`src/rtl/er_pkg.sv`:
```
// Shared types and constants for the sprite DMA: state encoding and sprite RAM geometry.
package er_pkg;
    localparam int SPR_BYTES = 512;
    localparam int SPR_AW    = 9;

    typedef enum logic [1:0] {
        IDLE  = 2'd0,
        COPY  = 2'd1,
        DRAIN = 2'd2,
        SWAP  = 2'd3
    } dma_state_t;
endpackage

```
`src/rtl/er_sprite_dma.sv`:
```
// Sprite DMA: copies 512-byte CPU sprite RAM into the back bank of a double buffer, then swaps banks.
// Build option ER_DMA_VBLANK_SYNC_EN holds a pending transfer until vblank.
module er_sprite_dma
    import er_pkg::*;
(
    input  logic              clk_sys,
    input  logic              reset,
    input  logic              dma_swap,
    input  logic              cpu_wr,
    input  logic              vblank,
    output logic [SPR_AW-1:0] src_addr,
    input  logic [7:0]        src_data,
    output logic              dst_we,
    output logic [SPR_AW:0]   dst_addr,
    output logic [7:0]        dst_data,
    output logic              disp_bank,
    output logic              busy
);

    dma_state_t        state;
    logic [SPR_AW-1:0] cnt;
    logic              pending;
    logic              req;
    logic              start;

    assign req = dma_swap & cpu_wr;

`ifdef ER_DMA_VBLANK_SYNC_EN
    assign start = pending & vblank;
`else
    logic unused_vblank;
    assign unused_vblank = vblank;
    assign start = pending;
`endif

    // The counter is parked at 0 outside COPY, so it doubles as the read address.
    assign src_addr = cnt;

    // Sprite RAM data lands one cycle after its address, aligned with the registered write strobe.
    assign dst_data = dst_we ? src_data : 8'h00;

    always_ff @(posedge clk_sys) begin
        if (reset) begin
            state     <= IDLE;
            pending   <= 1'b0;
            cnt       <= '0;
            disp_bank <= 1'b0;
            busy      <= 1'b0;
            dst_we    <= 1'b0;
            dst_addr  <= '0;
        end else begin
            pending <= pending | req;
            dst_we  <= 1'b0;
            case (state)
                IDLE: begin
                    if (start) begin
                        // Requests landing in this same cycle coalesce into the transfer now starting.
                        pending <= 1'b0;
                        cnt     <= '0;
                        busy    <= 1'b1;
                        state   <= COPY;
                    end
                end
                COPY: begin
                    dst_we   <= 1'b1;
                    dst_addr <= {~disp_bank, cnt};
                    if (cnt == SPR_AW'(SPR_BYTES - 1)) begin
                        cnt   <= '0;
                        state <= DRAIN;
                    end else begin
                        cnt <= cnt + 1'b1;
                    end
                end
                DRAIN: begin
                    state <= SWAP;
                end
                SWAP: begin
                    disp_bank <= ~disp_bank;
                    busy      <= 1'b0;
                    state     <= IDLE;
                end
                default: begin
                    state <= IDLE;
                end
            endcase
        end
    end

endmodule

```
`config.mk`:
```
export PLATFORM = sky130hd
export DESIGN_NAME = er_sprite_dma
export DESIGN_NICKNAME = d
export VERILOG_FILES = /design/src/rtl/er_pkg.sv /design/src/rtl/er_sprite_dma.sv
export SDC_FILE = /design/constraint.sdc
export NUM_CORES = 1
export LEC_CHECK = 0
export BUFFER_PORTS_ARGS = -buffer_cell sky130_fd_sc_hd__buf_2
export CAP_MARGIN = 10
export CORE_UTILIZATION = 30
export CTS_CLUSTER_DIAMETER = 200
export DETAILED_ROUTE_END_ITERATION = 12
export GPL_TIMING_DRIVEN = 1
export PLACE_DENSITY = 0.55
export SYNTH_ARGS = -nofsm -noshare
export SYNTH_HDL_FRONTEND = slang
export SYNTH_SLANG_ARGS = --single-unit
```
`constraint.sdc`:
```
create_clock -name clk_sys -period 4.77 [get_ports clk_sys]
set_input_delay 0.7155 -clock clk_sys [delete_from_list [all_inputs] [get_ports clk_sys]]
set_output_delay 0.7155 -clock clk_sys [all_outputs]
set_load 0.03 [all_outputs]
```
==> results of run 1 <==
registers in the layout, indices dropped and copies added (netlist names):
| register | flops |
|---|---|
| busy | 1 |
| disp_bank | 1 |
| dst_addr | 10 |
| dst_we | 1 |
| pending | 1 |
| src_addr | 9 |
| state | 2 |
tightest hold or removal path: stages (launching register included):
cell and delay [ps]:
dfxtp_1 310, o21ai_0 60, a21oi_1 60
Yosys cell counts, drive strengths merged:
| cell | number |
|---|---|
| ha | 6 |
| o21bai | 1 |
| xnor2 | 1 |
| mux2 | 1 |
| and2 | 8 |
| nand2b | 2 |
| buf | 3 |
| o31ai | 3 |
| nor2 | 16 |
| xor2 | 1 |
| a32oi | 1 |
| or3 | 3 |
| mux2i | 12 |
| clkbuf | 2 |
| nor2b | 3 |
| nand2 | 3 |
| dfxtp | 25 |
| or4 | 3 |
| inv | 5 |
| o21ai | 5 |
| nand4 | 1 |
| nand3 | 6 |
| a21oi | 9 |
| nor3 | 2 |
per-stage QoR:
step                      hold WS, ps  utilization
final                             471        0.410
after CTS                         477        0.408
after detailed placement          464        0.395
after global placement            461        0.395
after floorplan                   487            -
after global routing              500        0.410
how the worst min path moves through the flow:
stage                           from  cells after the start                    end  slack, ps
2_1_floorplan  state[1]$_SDFFE_PP0P_                      2  state[1]$_SDFFE_PP0P_        490
5_1_grt            busy$_SDFFE_PP0P_                      2      busy$_SDFFE_PP0P_        500
4_1_cts            busy$_SDFFE_PP0P_                      2      busy$_SDFFE_PP0P_        480
6_report           busy$_SDFFE_PP0P_                      2      busy$_SDFFE_PP0P_        470
3_3_place_gp       busy$_SDFFE_PP0P_                      2      busy$_SDFFE_PP0P_        460
3_5_place_dp       busy$_SDFFE_PP0P_                      2      busy$_SDFFE_PP0P_        460
per-layer routing:
| layer | GRT usage | wire, um | share of wire | up-vias |
|---|---|---|---|---|
| met1 | 0.151 | 1170 | 0.49 | 439 |
| met5 | 0 | 0 | 0 | - |
| li1 | - | - | - | 500 |
| met3 | 0.0254 | 151 | 0.063 | 4 |
| met4 | 0.0727 | 40 | 0.017 | 0 |
| met2 | 0.194 | 1020 | 0.43 | 34 |
kinds of logic (layout without fill, tap and decap cells):
family                     after synthesis  count (layout)  synth area share
AOI/OAI and AO/OA                       19              19             0.101
adders and majority gates                6               6            0.0671
DFF                                     25              25             0.447
muxes                                   13              13             0.117
and+or+nand+nor                         47              47             0.215
buffers and inverters                   10              51            0.0369
xor gates and xnor gates                 2               2            0.0157
report_power, final:
part           total (mW)  leakage (nW)  switching [mW]  internal [mW]
sequential          0.239         0.202          0.0154          0.224
clock               0.125        0.0228          0.0656         0.0597
combinational       0.183         0.413           0.114         0.0698
total               0.548         0.638           0.195          0.354
cell type report:
cell class / count / area share
multi-input combinational: 87 / 0.409
sequential: 25 / 0.355
timing repair buffer: 42 / 0.151
tap: 46 / 0.0408
clock buffer: 4 / 0.0319
inverter: 5 / 0.0133
==> results.sh, run 1 <==
export IMPL_dp_slack_ps=2270
export IMPL_cp_num_buf_inv=2
export IMPL_diodes=0
export IMPL_rsz0062_at_grt="false"
export IMPL_crit_required_ps=4970
export IMPL_dieHeight_um=63.1
export IMPL_cts_tree="yes"
export IMPL_ctsLongestPathBuffers=2
export IMPL_die_x_um=63.1
export IMPL_grt_usage=0.122
export IMPL_syn_cell_area_um2=1120
export IMPL_cts_setup_buffers=0
export IMPL_holdBufCountCts=0
export IMPL_power_density_nw_per_um2=388
export IMPL_grt_pass1_wl_um=3770
export IMPL_grt_pass1_vias=855
export IMPL_synth_top_area_share=0.447
export IMPL_dpl_cell_area_um2=1360
export IMPL_crit_fanout=15
export IMPL_final_nets=183
export IMPL_syn2layout_area_growth_pct=26.2
export IMPL_first_pass_iters=4
export IMPL_yosysTopAreaCell="dfxtp_1"
export IMPL_wl_um=2380
export IMPL_multi_input_area_um2=577
export IMPL_startpoint_type="flop"
export IMPL_endpoint_kind="flop"
export IMPL_worst_slew_pin_slew_ps=713
export IMPL_gp_congestion=0.733
export IMPL_clk_latency_ps=270
export IMPL_syn_num_nets=141
export IMPL_fin_cells=209
export IMPL_final_layout_size_suffix_gt1_frac=0.288
export IMPL_tns_ps=0
export IMPL_cts_buffers_inserted=3
export IMPL_grt_max_degree=19
export IMPL_path_class="flop to flop"
export IMPL_ys_top_cells_by_area="dfxtp_1, mux2i_1, ha_1"
export IMPL_p_leak_nw=0.638
export IMPL_avgSynthCellArea_um2=9.17
export IMPL_numPlacedInstances=204
export IMPL_cp_depth=6
export IMPL_wl_per_cell_um=11.4
export IMPL_cp_arrival_ps=2490
export IMPL_cts_root_buf="clkbuf_8"
export IMPL_max_freq_mhz=436
export IMPL_cp_cell_sequence="inv_1 > ha_1 > mux2i_1 > buf_4 > or4_1 > a21oi_1"
export IMPL_via_count=977
export IMPL_setup_slack_ps=2480
export IMPL_cp_slowest_stage_delay_ps=620
export IMPL_crit_family="adder cells"
export IMPL_ios=43
export IMPL_rr_startpoint="state[1]$_SDFFE_PP0P_"
export IMPL_setup_viol=0
export IMPL_reg2regPathDepth=6
export IMPL_drv_cap=0
export IMPL_antenna_left=0
export IMPL_max_vdd_ir_drop_mv=0.152
export IMPL_r2r_setup_slack_ps=2480
export IMPL_relSlewSlack=0.525
export IMPL_grt_ovfl_total=0
export IMPL_seq_area_um2=500
export IMPL_io_buffers=41
export IMPL_drc=0
export IMPL_ys_ff_latch=25
export IMPL_worst_path_max_delay_cell="ha_1"
export IMPL_period_minus_slack_ps=2290
export IMPL_seq_area_frac_synth=0.447
export IMPL_final_cell_mix="buf_2, dfxtp_1, nor2_1"
export IMPL_yosys_warnings=0
export IMPL_hold_viol_final=0
export IMPL_status="finished, final reports clean"
export IMPL_period_share=0.481
export IMPL_start_util=0.325
export IMPL_finalPower_mw=0.548
export IMPL_viasPerCell=4.67
export IMPL_synth_cell_types=24
export IMPL_drv_slew=0
export IMPL_final_common_cell="buf_2"
export IMPL_cts_clk_slew_worst_paths_ps=90
export IMPL_syn_inst=122
export IMPL_min_path_type="flop to flop"
export IMPL_die_area_um2=3980
export IMPL_clock_skew_ps=4.01
export IMPL_fillers=361
export IMPL_clock_sinks=25
export IMPL_startpoint="state[1]$_SDFFE_PP0P_"
export IMPL_drtIter0Drc=22
export IMPL_htreeDepth=1
export IMPL_timing_rr_end="src_addr[7]$_SDFFE_PP0P_"
export IMPL_cts_resized=0
export IMPL_finalInstanceArea_um2=1410
export IMPL_num_rows=21
export IMPL_antenna_found_initial=0
export IMPL_core_area_um2=3440
export IMPL_dp_hpwl_um=1770
export IMPL_crit_end="src_addr[7]$_SDFFE_PP0P_"
No activity file was read; power rests on OpenSTA's default activity.
==> run 2, diff against run 1 <==
ABC_AREA = 1   (was unset)
PLACE_DENSITY = 0.57   (was 0.55)
clock period = 1.9 ns   (was 4.77 ns; I/O delays follow)
==> run 2 against run 1 <==
Net effect: critical endpoint unchanged; count of clock-buffer cells in the layout fell by 1; total power rose to 3.6 times the previous value; core utilization fell by 0.74 points.
==> results.sh, run 2 <==
export IMPL_synthFlopType="dfxtp_1"
export IMPL_drc=0
export IMPL_cp_arrival_ps=1870
export IMPL_io_buffers=41
export IMPL_met2_usage=0.207
export IMPL_grt_pass1_wl_um=4230
export IMPL_crit_fanout=6
export IMPL_cts_root_buf="clkbuf_8"
export IMPL_gp_congestion=0.810
export IMPL_cts_resized=0
export IMPL_antenna_left=0
export IMPL_wl_um=2490
export IMPL_num_rows=22
export IMPL_p_leak_nw=0.801
export IMPL_final_cell_mix="buf_2, nand2_1, dfxtp_1"
export IMPL_grt_pass1_vias=970
export IMPL_min_path_type="primary input to flop"
export IMPL_synth_cell_types=20
export IMPL_dpl_cell_area_um2=1430
export IMPL_cts_setup_buffers=0
export IMPL_wl_per_cell_um=9.93
export IMPL_viasPerCell=4.39
export IMPL_finalInstanceArea_um2=1470
export IMPL_syn_inst=157
export IMPL_synth_async_sr_flop_share=0
export IMPL_grtUsageMet3=0.0196
export IMPL_yosysMostFrequentCell="nand2_1"
export IMPL_seq_area_frac_synth=0.435
export IMPL_via_count=1102
export IMPL_dieHeight_um=63.9
export IMPL_path_class="flop to flop"
export IMPL_clock_skew_ps=3.54
export IMPL_syn_num_nets=176
export IMPL_tns_ps=0
export IMPL_whs_path_depth=2
export IMPL_grt_ovfl_total=0
export IMPL_ys_ff_latch=25
export IMPL_first_pass_iters=4
export IMPL_synth_edf_count=0
export IMPL_htreeDepth=1
export IMPL_grt_usage=0.131
export IMPL_cts_tree="yes"
export IMPL_startpoint_type="flop"
export IMPL_use_met1=0.177
export IMPL_antenna_found_initial=0
export IMPL_reg2regPathDepth=11
export IMPL_status="finished, final reports clean"
export IMPL_busiest_layer="met2"
export IMPL_grt_max_degree=18
export IMPL_clk_latency_ps=270
export IMPL_largest_register="dst_addr"
export IMPL_timing_rr_end="src_addr[7]$_SDFFE_PP0P_"
export IMPL_power_density_nw_per_um2=1340
export IMPL_final_layout_size_suffix_gt1_frac=0.281
export IMPL_endpoint_kind="flop"
export IMPL_max_vdd_ir_drop_mv=0.559
export IMPL_min_from="reset"
export IMPL_hold_ws_ps=234
export IMPL_cts_buffers_inserted=3
export IMPL_cts_clk_slew_worst_paths_ps=90
export IMPL_worst_slew_pin_slew_ps=375
export IMPL_holdBufCountCts=0
export IMPL_drv_slew=0
export IMPL_ys_top_cells_by_area="dfxtp_1, nand2_1, inv_1"
export IMPL_relSlewSlack=0.750
export IMPL_period_share=0.892
export IMPL_yosys_warnings=0
export IMPL_core_area_um2=3660
export IMPL_startpoint="src_addr[0]$_SDFFE_PP0P_"
export IMPL_r2r_setup_slack_ps=200
export IMPL_syn2layout_area_growth_pct=28.0
export IMPL_whs_endpoint="disp_bank$_SDFFE_PP0P_"
export IMPL_hold_viol_final=0
export IMPL_ios=43
export IMPL_drv_cap=0
export IMPL_final_nets=223
export IMPL_diodes=0
export IMPL_rsz0062_at_grt="false"
export IMPL_synth_top_area_share=0.435
export IMPL_start_util=0.314
export IMPL_die_x_um=63.9
export IMPL_syn_cell_area_um2=1150
export IMPL_crit_required_ps=2070
export IMPL_period_minus_slack_ps=1700
export IMPL_yosysTopAreaCell="dfxtp_1"
export IMPL_setup_viol=0
export IMPL_final_common_cell="buf_2"
export IMPL_dp_hpwl_um=1910
export IMPL_die_area_um2=4090
export IMPL_ctsLongestPathBuffers=2
export IMPL_ys_top_cells_by_count="nand2_1, dfxtp_1, inv_1"
export IMPL_drtIter0Drc=36
export IMPL_max_freq_mhz=590
export IMPL_avgSynthCellArea_um2=7.33
export IMPL_largest_reg_flops=10
export IMPL_clock_sinks=25
export IMPL_rr_startpoint="src_addr[0]$_SDFFE_PP0P_"
## run 2: critical path, stage by stage (launching register included)
cell and delay (ps):
dfxtp_1 340, ha_1 210, nand2_1 100, nor4_1 250, ha_1 210, inv_1 40
nand2_1 90, nand2_1 70, nand2_2 130, inv_2 60, nand2_1 60, nor2_1 40
## run 2: stage by stage
step                      power (mW)  setup slack, ps  instances  utilization
after floorplan                 1.44              162        157            -
after global placement          1.66              248        247        0.390
after detailed placement        1.67              205        247        0.390
after CTS                       1.99              193        251        0.403
after global routing            2.13             12.5        251        0.403
final                           1.97              204        251        0.403
## run 2: final cells by class
type                            instances  area, um2
Inverter                               24       90.1
Tap cell                               48       60.1
Clock buffer                            3       41.3
Multi-Input combinational cell        103        527
Sequential cell                        25        500
Timing Repair Buffer                   47        250
Clock inverter                          1       5.00
Fill cell                             390       2190
## run 2: worst max-delay path by stage
stage                                    end  cells after the start  slack (ps)
finish              src_addr[7]$_SDFFE_PP0P_                     11         200
global route        src_addr[7]$_SDFFE_PP0P_                     11          10
CTS                 src_addr[7]$_SDFFE_PP0P_                     11         190
detailed placement  src_addr[7]$_SDFFE_PP0P_                     11         200
global placement    src_addr[6]$_SDFFE_PP0P_                     11         250
floorplan           src_addr[7]$_SDFFE_PP0P_                     11         160
## run 2: logic make-up after synthesis
family	after synthesis	share of synthesized area
compound gates	29	0.128
xor+xnor	1	0.00761
fa+ha+maj	6	0.0652
buf+inv	29	0.108
flops	25	0.435
simple gates	67	0.257
## run 2: per-layer routing
metal	routed length, um	vias to the layer above	share of wire
met5	0	-	0
met4	34	0	0.014
met3	119	4	0.048
met2	1050	31	0.42
met1	1290	476	0.52
li1	-	591	-
## run 2: power by group
| group | internal, mW | switching, mW |
|---|---|---|
| clock network | 0.147 | 0.166 |
| registers | 0.657 | 0.0797 |
| logic | 0.279 | 0.644 |
| total | 1.08 | 0.889 |
